File: src/rtl/serial_add_sequencer_if.sv
// Bundle of request/response and full-adder cell signals for serial_add_sequencer.
// The master side issues operands and hosts the combinational full-adder cell;
// the slave side is the sequencer that walks the operands bit by bit.
`timescale 1ns/1ps
interface serial_add_sequencer_if #(
  parameter int WIDTH = 8
);
  logic             start;
  logic [WIDTH-1:0] op_a;
  logic [WIDTH-1:0] op_b;
  logic             cin_init;
  logic             fa_a;
  logic             fa_b;
  logic             fa_cin;
  logic             fa_sum;
  logic             fa_cout;
  logic             busy;
  logic             done;
  logic [WIDTH-1:0] result;
  logic             cout_final;

  modport master (
    output start, op_a, op_b, cin_init, fa_sum, fa_cout,
    input  fa_a, fa_b, fa_cin, busy, done, result, cout_final
  );

  modport slave (
    input  start, op_a, op_b, cin_init, fa_sum, fa_cout,
    output fa_a, fa_b, fa_cin, busy, done, result, cout_final
  );
endinterface

File: src/rtl/serial_add_sequencer.sv
// Bit-serial adder controller wrapped around an external 1-bit full-adder cell.
// Operands are shifted out LSB first, one bit pair per clock, with the carry held
// in a register between bits; sums are shifted in MSB-side and assembled into
// result, which is published together with the final carry and a done pulse.
`timescale 1ns/1ps
module serial_add_sequencer #(
  parameter int WIDTH = 8
) (
  input  logic                  clk,
  input  logic                  rst_n,
  serial_add_sequencer_if.slave bus
);

  localparam int              CNT_W    = $clog2(WIDTH) + 1;
  localparam logic [CNT_W-1:0] LAST_BIT = CNT_W'(WIDTH - 1);
  localparam logic [CNT_W-1:0] CNT_ONE  = CNT_W'(1);

  typedef enum logic [1:0] {
    IDLE  = 2'd0,
    SHIFT = 2'd1,
    DONE  = 2'd2
  } state_t;

  state_t           state_reg, state_next;
  logic [WIDTH-1:0] a_sh_reg, a_sh_next;
  logic [WIDTH-1:0] b_sh_reg, b_sh_next;
  logic [WIDTH-1:0] sum_sh_reg, sum_sh_next;
  logic [WIDTH-1:0] result_reg, result_next;
  logic [CNT_W-1:0] cnt_reg, cnt_next;
  logic             carry_reg, carry_next;
  logic             cout_final_reg, cout_final_next;
  logic [WIDTH-1:0] sum_shifted;
  logic             in_shift;

  assign in_shift = (state_reg == SHIFT);

  // Sum register shifted right with the current cell sum entering at the top.
  // Written bit by bit so that WIDTH=1 degenerates cleanly to just fa_sum.
  generate
    for (genvar gi = 0; gi < WIDTH - 1; gi++) begin : g_sum_shift
      assign sum_shifted[gi] = sum_sh_reg[gi + 1];
    end
  endgenerate
  assign sum_shifted[WIDTH-1] = bus.fa_sum;

  // State and datapath registers; asynchronous reset clears everything.
  always_ff @(posedge clk or negedge rst_n) begin
    if (!rst_n) begin
      state_reg      <= IDLE;
      a_sh_reg       <= '0;
      b_sh_reg       <= '0;
      sum_sh_reg     <= '0;
      result_reg     <= '0;
      cnt_reg        <= '0;
      carry_reg      <= 1'b0;
      cout_final_reg <= 1'b0;
    end else begin
      state_reg      <= state_next;
      a_sh_reg       <= a_sh_next;
      b_sh_reg       <= b_sh_next;
      sum_sh_reg     <= sum_sh_next;
      result_reg     <= result_next;
      cnt_reg        <= cnt_next;
      carry_reg      <= carry_next;
      cout_final_reg <= cout_final_next;
    end
  end

  // Next-state and datapath update: accept in IDLE, one bit per edge in SHIFT.
  always_comb begin
    state_next      = state_reg;
    a_sh_next       = a_sh_reg;
    b_sh_next       = b_sh_reg;
    sum_sh_next     = sum_sh_reg;
    result_next     = result_reg;
    cnt_next        = cnt_reg;
    carry_next      = carry_reg;
    cout_final_next = cout_final_reg;

    case (state_reg)
      IDLE: begin
        if (bus.start) begin
          // result/cout_final keep the previous answer until this one completes.
          a_sh_next  = bus.op_a;
          b_sh_next  = bus.op_b;
          carry_next = bus.cin_init;
          cnt_next   = '0;
          state_next = SHIFT;
        end
      end
      SHIFT: begin
        a_sh_next   = a_sh_reg >> 1;
        b_sh_next   = b_sh_reg >> 1;
        sum_sh_next = sum_shifted;
        carry_next  = bus.fa_cout;
        cnt_next    = cnt_reg + CNT_ONE;
        if (cnt_reg == LAST_BIT) begin
          result_next     = sum_shifted;
          cout_final_next = bus.fa_cout;
          state_next      = DONE;
        end
      end
      DONE: begin
        state_next = IDLE;
      end
      default: begin
        state_next = IDLE;
      end
    endcase
  end

  // Full-adder drive is gated so the cell sees zeros whenever no bit is active.
  assign bus.fa_a       = in_shift & a_sh_reg[0];
  assign bus.fa_b       = in_shift & b_sh_reg[0];
  assign bus.fa_cin     = in_shift & carry_reg;
  assign bus.busy       = in_shift;
  assign bus.done       = (state_reg == DONE);
  assign bus.result     = result_reg;
  assign bus.cout_final = cout_final_reg;

endmodule

File: src/flat_wrapper.sv
// flat-port wrapper written by rule: the top's interface ports become plain ports
module serial_add_sequencer_flat 
#(
  parameter int WIDTH = 8
)
  (clk, rst_n, bus_start, bus_op_a, bus_op_b, bus_cin_init, bus_fa_sum, bus_fa_cout, bus_fa_a, bus_fa_b, bus_fa_cin, bus_busy, bus_done, bus_result, bus_cout_final);
  serial_add_sequencer_if #(.WIDTH(WIDTH)) bus_i ();
  input  logic clk;
  input  logic rst_n;
  input wire logic [$bits(bus_i.start)-1:0] bus_start;
  input wire logic [$bits(bus_i.op_a)-1:0] bus_op_a;
  input wire logic [$bits(bus_i.op_b)-1:0] bus_op_b;
  input wire logic [$bits(bus_i.cin_init)-1:0] bus_cin_init;
  input wire logic [$bits(bus_i.fa_sum)-1:0] bus_fa_sum;
  input wire logic [$bits(bus_i.fa_cout)-1:0] bus_fa_cout;
  output wire logic [$bits(bus_i.fa_a)-1:0] bus_fa_a;
  output wire logic [$bits(bus_i.fa_b)-1:0] bus_fa_b;
  output wire logic [$bits(bus_i.fa_cin)-1:0] bus_fa_cin;
  output wire logic [$bits(bus_i.busy)-1:0] bus_busy;
  output wire logic [$bits(bus_i.done)-1:0] bus_done;
  output wire logic [$bits(bus_i.result)-1:0] bus_result;
  output wire logic [$bits(bus_i.cout_final)-1:0] bus_cout_final;
  assign bus_i.start = bus_start;
  assign bus_i.op_a = bus_op_a;
  assign bus_i.op_b = bus_op_b;
  assign bus_i.cin_init = bus_cin_init;
  assign bus_i.fa_sum = bus_fa_sum;
  assign bus_i.fa_cout = bus_fa_cout;
  assign bus_fa_a = bus_i.fa_a;
  assign bus_fa_b = bus_i.fa_b;
  assign bus_fa_cin = bus_i.fa_cin;
  assign bus_busy = bus_i.busy;
  assign bus_done = bus_i.done;
  assign bus_result = bus_i.result;
  assign bus_cout_final = bus_i.cout_final;
  serial_add_sequencer #(.WIDTH(WIDTH)) u_core (.clk(clk), .rst_n(rst_n), .bus(bus_i));
endmodule
File: config.mk
export PLATFORM = sky130hd
export DESIGN_NAME = serial_add_sequencer_flat
export DESIGN_NICKNAME = d
export VERILOG_FILES = /design/src/rtl/serial_add_sequencer_if.sv /design/src/rtl/serial_add_sequencer.sv /design/src/flat_wrapper.sv
export SDC_FILE = /design/constraint.sdc
export NUM_CORES = 1
export LEC_CHECK = 0
export BUFFER_PORTS_ARGS = -buffer_cell sky130_fd_sc_hd__buf_2
export CAP_MARGIN = 10
export CELL_PAD_IN_SITES_DETAIL_PLACEMENT = 1
export CELL_PAD_IN_SITES_GLOBAL_PLACEMENT = 2
export CORE_AREA = 2 2 72 101
export DETAILED_ROUTE_END_ITERATION = 10
export DIE_AREA = 0 0 74 103
export PLACE_DENSITY = 0.63
export SYNTH_ARGS = -nofsm -noshare
export SYNTH_HDL_FRONTEND = slang
export SYNTH_SLANG_ARGS = --single-unit
File: constraint.sdc
create_clock -name clk -period 3.9 [get_ports clk]
set_input_delay 0.78 -clock clk [delete_from_list [all_inputs] [get_ports clk]]
set_output_delay 0.78 -clock clk [all_outputs]
set_load 0.1 [all_outputs]
==> run_results.csv <==
group,metric,value,unit
clock_network,cts_buffer_depth,2,
clock_network,cts_resized,0,
route,antenna_left,0,
route,wl_met2,1790,µm
global_routing,grt_pass1_vias,1308,
yosys,ys_seq_elements,39,
floorplanning,core_area,0.00680,mm²
floorplanning,design.die.area,0.00762,mm²
setup_path,rr_startpoint,"u_core.state_reg[1]",
setup_path,start_kind,"flip-flop",
route,routed_via_density,4.36,
route,wl_met3,157,µm
setup_path,endpoint_kind,"output pin",
final_layout,drive_gt1_share,29.3,%
sta,fin_crit_sh,75.4,%
yosys,synth-xor-area-share,0,%
sta,slew_headroom,30.9,%
final_layout,syn_to_final_growth,21.8,%
setup_path,r2r_slack,1.92,ns
setup_path,r2r-end,"u_core.bus.result[7]",
yosys,synthAdderAreaFrac,0.768,%
setup_path,critPathSlowestCell,"buf_2",
sta,rsz0062_at_grt,"false",
yosys,syn_inst,151,
setup_path,critPathKind,"flip-flop to output pin",
setup_path,crit_fanout,20,
setup_path,rr_worst_depth,4,
yosys,yosys.area_share.simple,15.0,%
clock_network,path_clk_slew,0.08,ns
yosys,synth-seq-area-share,59.9,%
floorplanning,die_w,74,µm
sta,finalClockSkew,0.00481,ns
run_status,status,"finished clean",
setup_path,max_stage_delay,0.42,ns
clock_network,clock_latency,0.29,ns
yosys,netlist_area,0.00163,mm²
global_routing,grt_first_pass_wirelength,6140,µm
yosys,synth_fp_nets,174,
route,highest_layer,"met4",
yosys,yosys_warnings,0,
min_path,worstHoldStart,"u_core.carry_reg",
clock_network,htreeDepth,2,
yosys,yosysUniqueCellTypes,20,
sta,finalHoldViolCount,0,
setup_path,cp_data_required_time,3.12,ns
sta,tightest_slew,1.03,ns
global_routing,antenna_found_initial,0,
sta,period_needed,2.94,ns
clock_network,cts_setup_buffers,0,
final_layout,n_antenna_cell,0,
clock_network,root_buffer,"clkbuf_8",
route,via_count,1234,
clock_network,cts_tree,"done",
placed_design,port_buffers,35,
sta,fmax,340,MHz
sta,fin_tns_setup,0,ns
route,dr.first_iter.drc_count,67,
yosys,synth_compound_area_share,14.6,%
sta,slew_violations,0,
route,wl_met1,1650,µm
clock_network,cts_hold_buf,0,
setup_path,path_cells,"buf_4 > nand2b_1 > inv_1 > and2_1 > buf_2",
clock_network,cts_made_buffers,5,
placed_design,dp_hpwl,2480,µm
sta,finalSetupViolCount,0,
floorplanning,initial_core_util,24.0,%
global_routing,grt-ovfl-total,0,
min_path,min_path_type,"flip-flop to flip-flop",
global_routing,grt_max_degree,40,
route,wire_per_inst,12.8,µm
final_layout,fin_nets,210,
floorplanning,rows,36,
yosys,syn_avg_cell_area,10.8,µm²
global_routing,grt.total_usage,10.4,%
clock_network,clock-sinks,39,
flow_run,cap_viol_max_count,0,
placed_design,gp_congestion,0.674,
setup_path,worstPathArrival,2.16,ns
yosys,synth_top_family_by_area,"simple AND/OR/NAND/NOR gates",
setup_path,crit_end,"bus_fa_a",
floorplanning,ios,36,
setup_path,crit_start,"u_core.state_reg[1]",
route,first_pass_iters,4,
route,drc_errors,0,
yosys,synthMuxAreaShare,6.91,%
floorplanning,die_y,103,µm
route,drt_wl_total,3640,µm
==> worst min path at each step <==
stage	to	cells after the start
final	u_core.carry_reg	2
after global routing	u_core.carry_reg	2
after global placement	u_core.carry_reg	2
after CTS	u_core.carry_reg	2
after floorplan	u_core.sum_sh_reg[1]	2
after detailed placement	u_core.carry_reg	2
==> worst max-delay path, delay by kind of cell, from the launching register on <==
kind / cells / cell delay, ns
flops: 1 / 0.36
buf+inv: 3 / 0.98
simple gates: 2 / 0.53
==> through the flow <==
stage	util [%]	setup WS, ns	cell area, µm²	hold WS (ns)	std cells
6_report	29.2	0.958	1980	0.470	283
5_1_grt	29.2	0.761	1980	0.507	283
4_1_cts	29.2	0.892	1980	0.480	283
3_5_place_dp	28.0	1.22	1900	0.463	275
3_3_place_gp	28.0	1.25	1900	0.455	275
2_1_floorplan	-	1.02	1630	0.440	151
==> synthesized netlist by cell type <==
library cell  count  area share (%)
ha_1              1            0.77
or3_1             1            0.38
and2_1            3             1.2
nor3_4            1             1.0
o21bai_1          1            0.46
and3b_1           1            0.54
nor2_1            2            0.46
mux2_2           10             6.9
nand2b_1          1            0.38
clkbuf_1          2            0.46
a22o_1            4             2.2
dfrtp_1          39              60
nor2b_1           3             1.2
a22oi_1          14             6.5
nand3_1           3            0.92
o21ai_0          16             4.9
inv_1             1            0.23
buf_2             7             2.2
a21oi_1           2            0.61
nand2_1          39             9.0
==> layer usage <==
metal,vias to the layer above,GRT usage (%)
met4,0,3.78
met3,4,2.93
met5,-,0
met1,611,12.2
met2,31,17.9
li1,588,-
==> area by class of cell <==
type	instances	area, µm²
tap	95	119
sequential	39	976
clock buffer	7	76.3
fill	786	4820
multi-input combinational	102	607
inverter	1	3.75
clock inverter	1	5.00
timing repair buffer	38	198
==> cell usage in the layout (no fill, tap or decap) <==
master | synthesis | routed
clkinv_2 | 0 | 1
o21ai_0 | 16 | 16
nand3_1 | 3 | 3
nor2_1 | 2 | 2
ha_1 | 1 | 1
buf_2 | 7 | 35
and2_1 | 3 | 3
a21oi_1 | 2 | 2
o21bai_1 | 1 | 1
nand2_1 | 39 | 39
and3b_1 | 1 | 1
clkbuf_1 | 2 | 2
clkbuf_8 | 0 | 5
a22oi_1 | 14 | 14
a22o_1 | 4 | 4
nor2b_1 | 3 | 3
nand2b_1 | 1 | 1
inv_1 | 1 | 1
mux2_2 | 10 | 10
buf_4 | 0 | 3
dfrtp_1 | 39 | 39
nor3_4 | 1 | 1
or3_1 | 1 | 1
==> cell families after synthesis <==
family / after synthesis
and+or+nand+nor: 54
muxes: 10
buffers and inverters: 10
AOI/OAI and AO/OA: 37
DFF: 39
adders and majority gates: 1
Power is not shown: default switching activity piles up to over one toggle a cycle in this logic, so the estimate is an artifact.
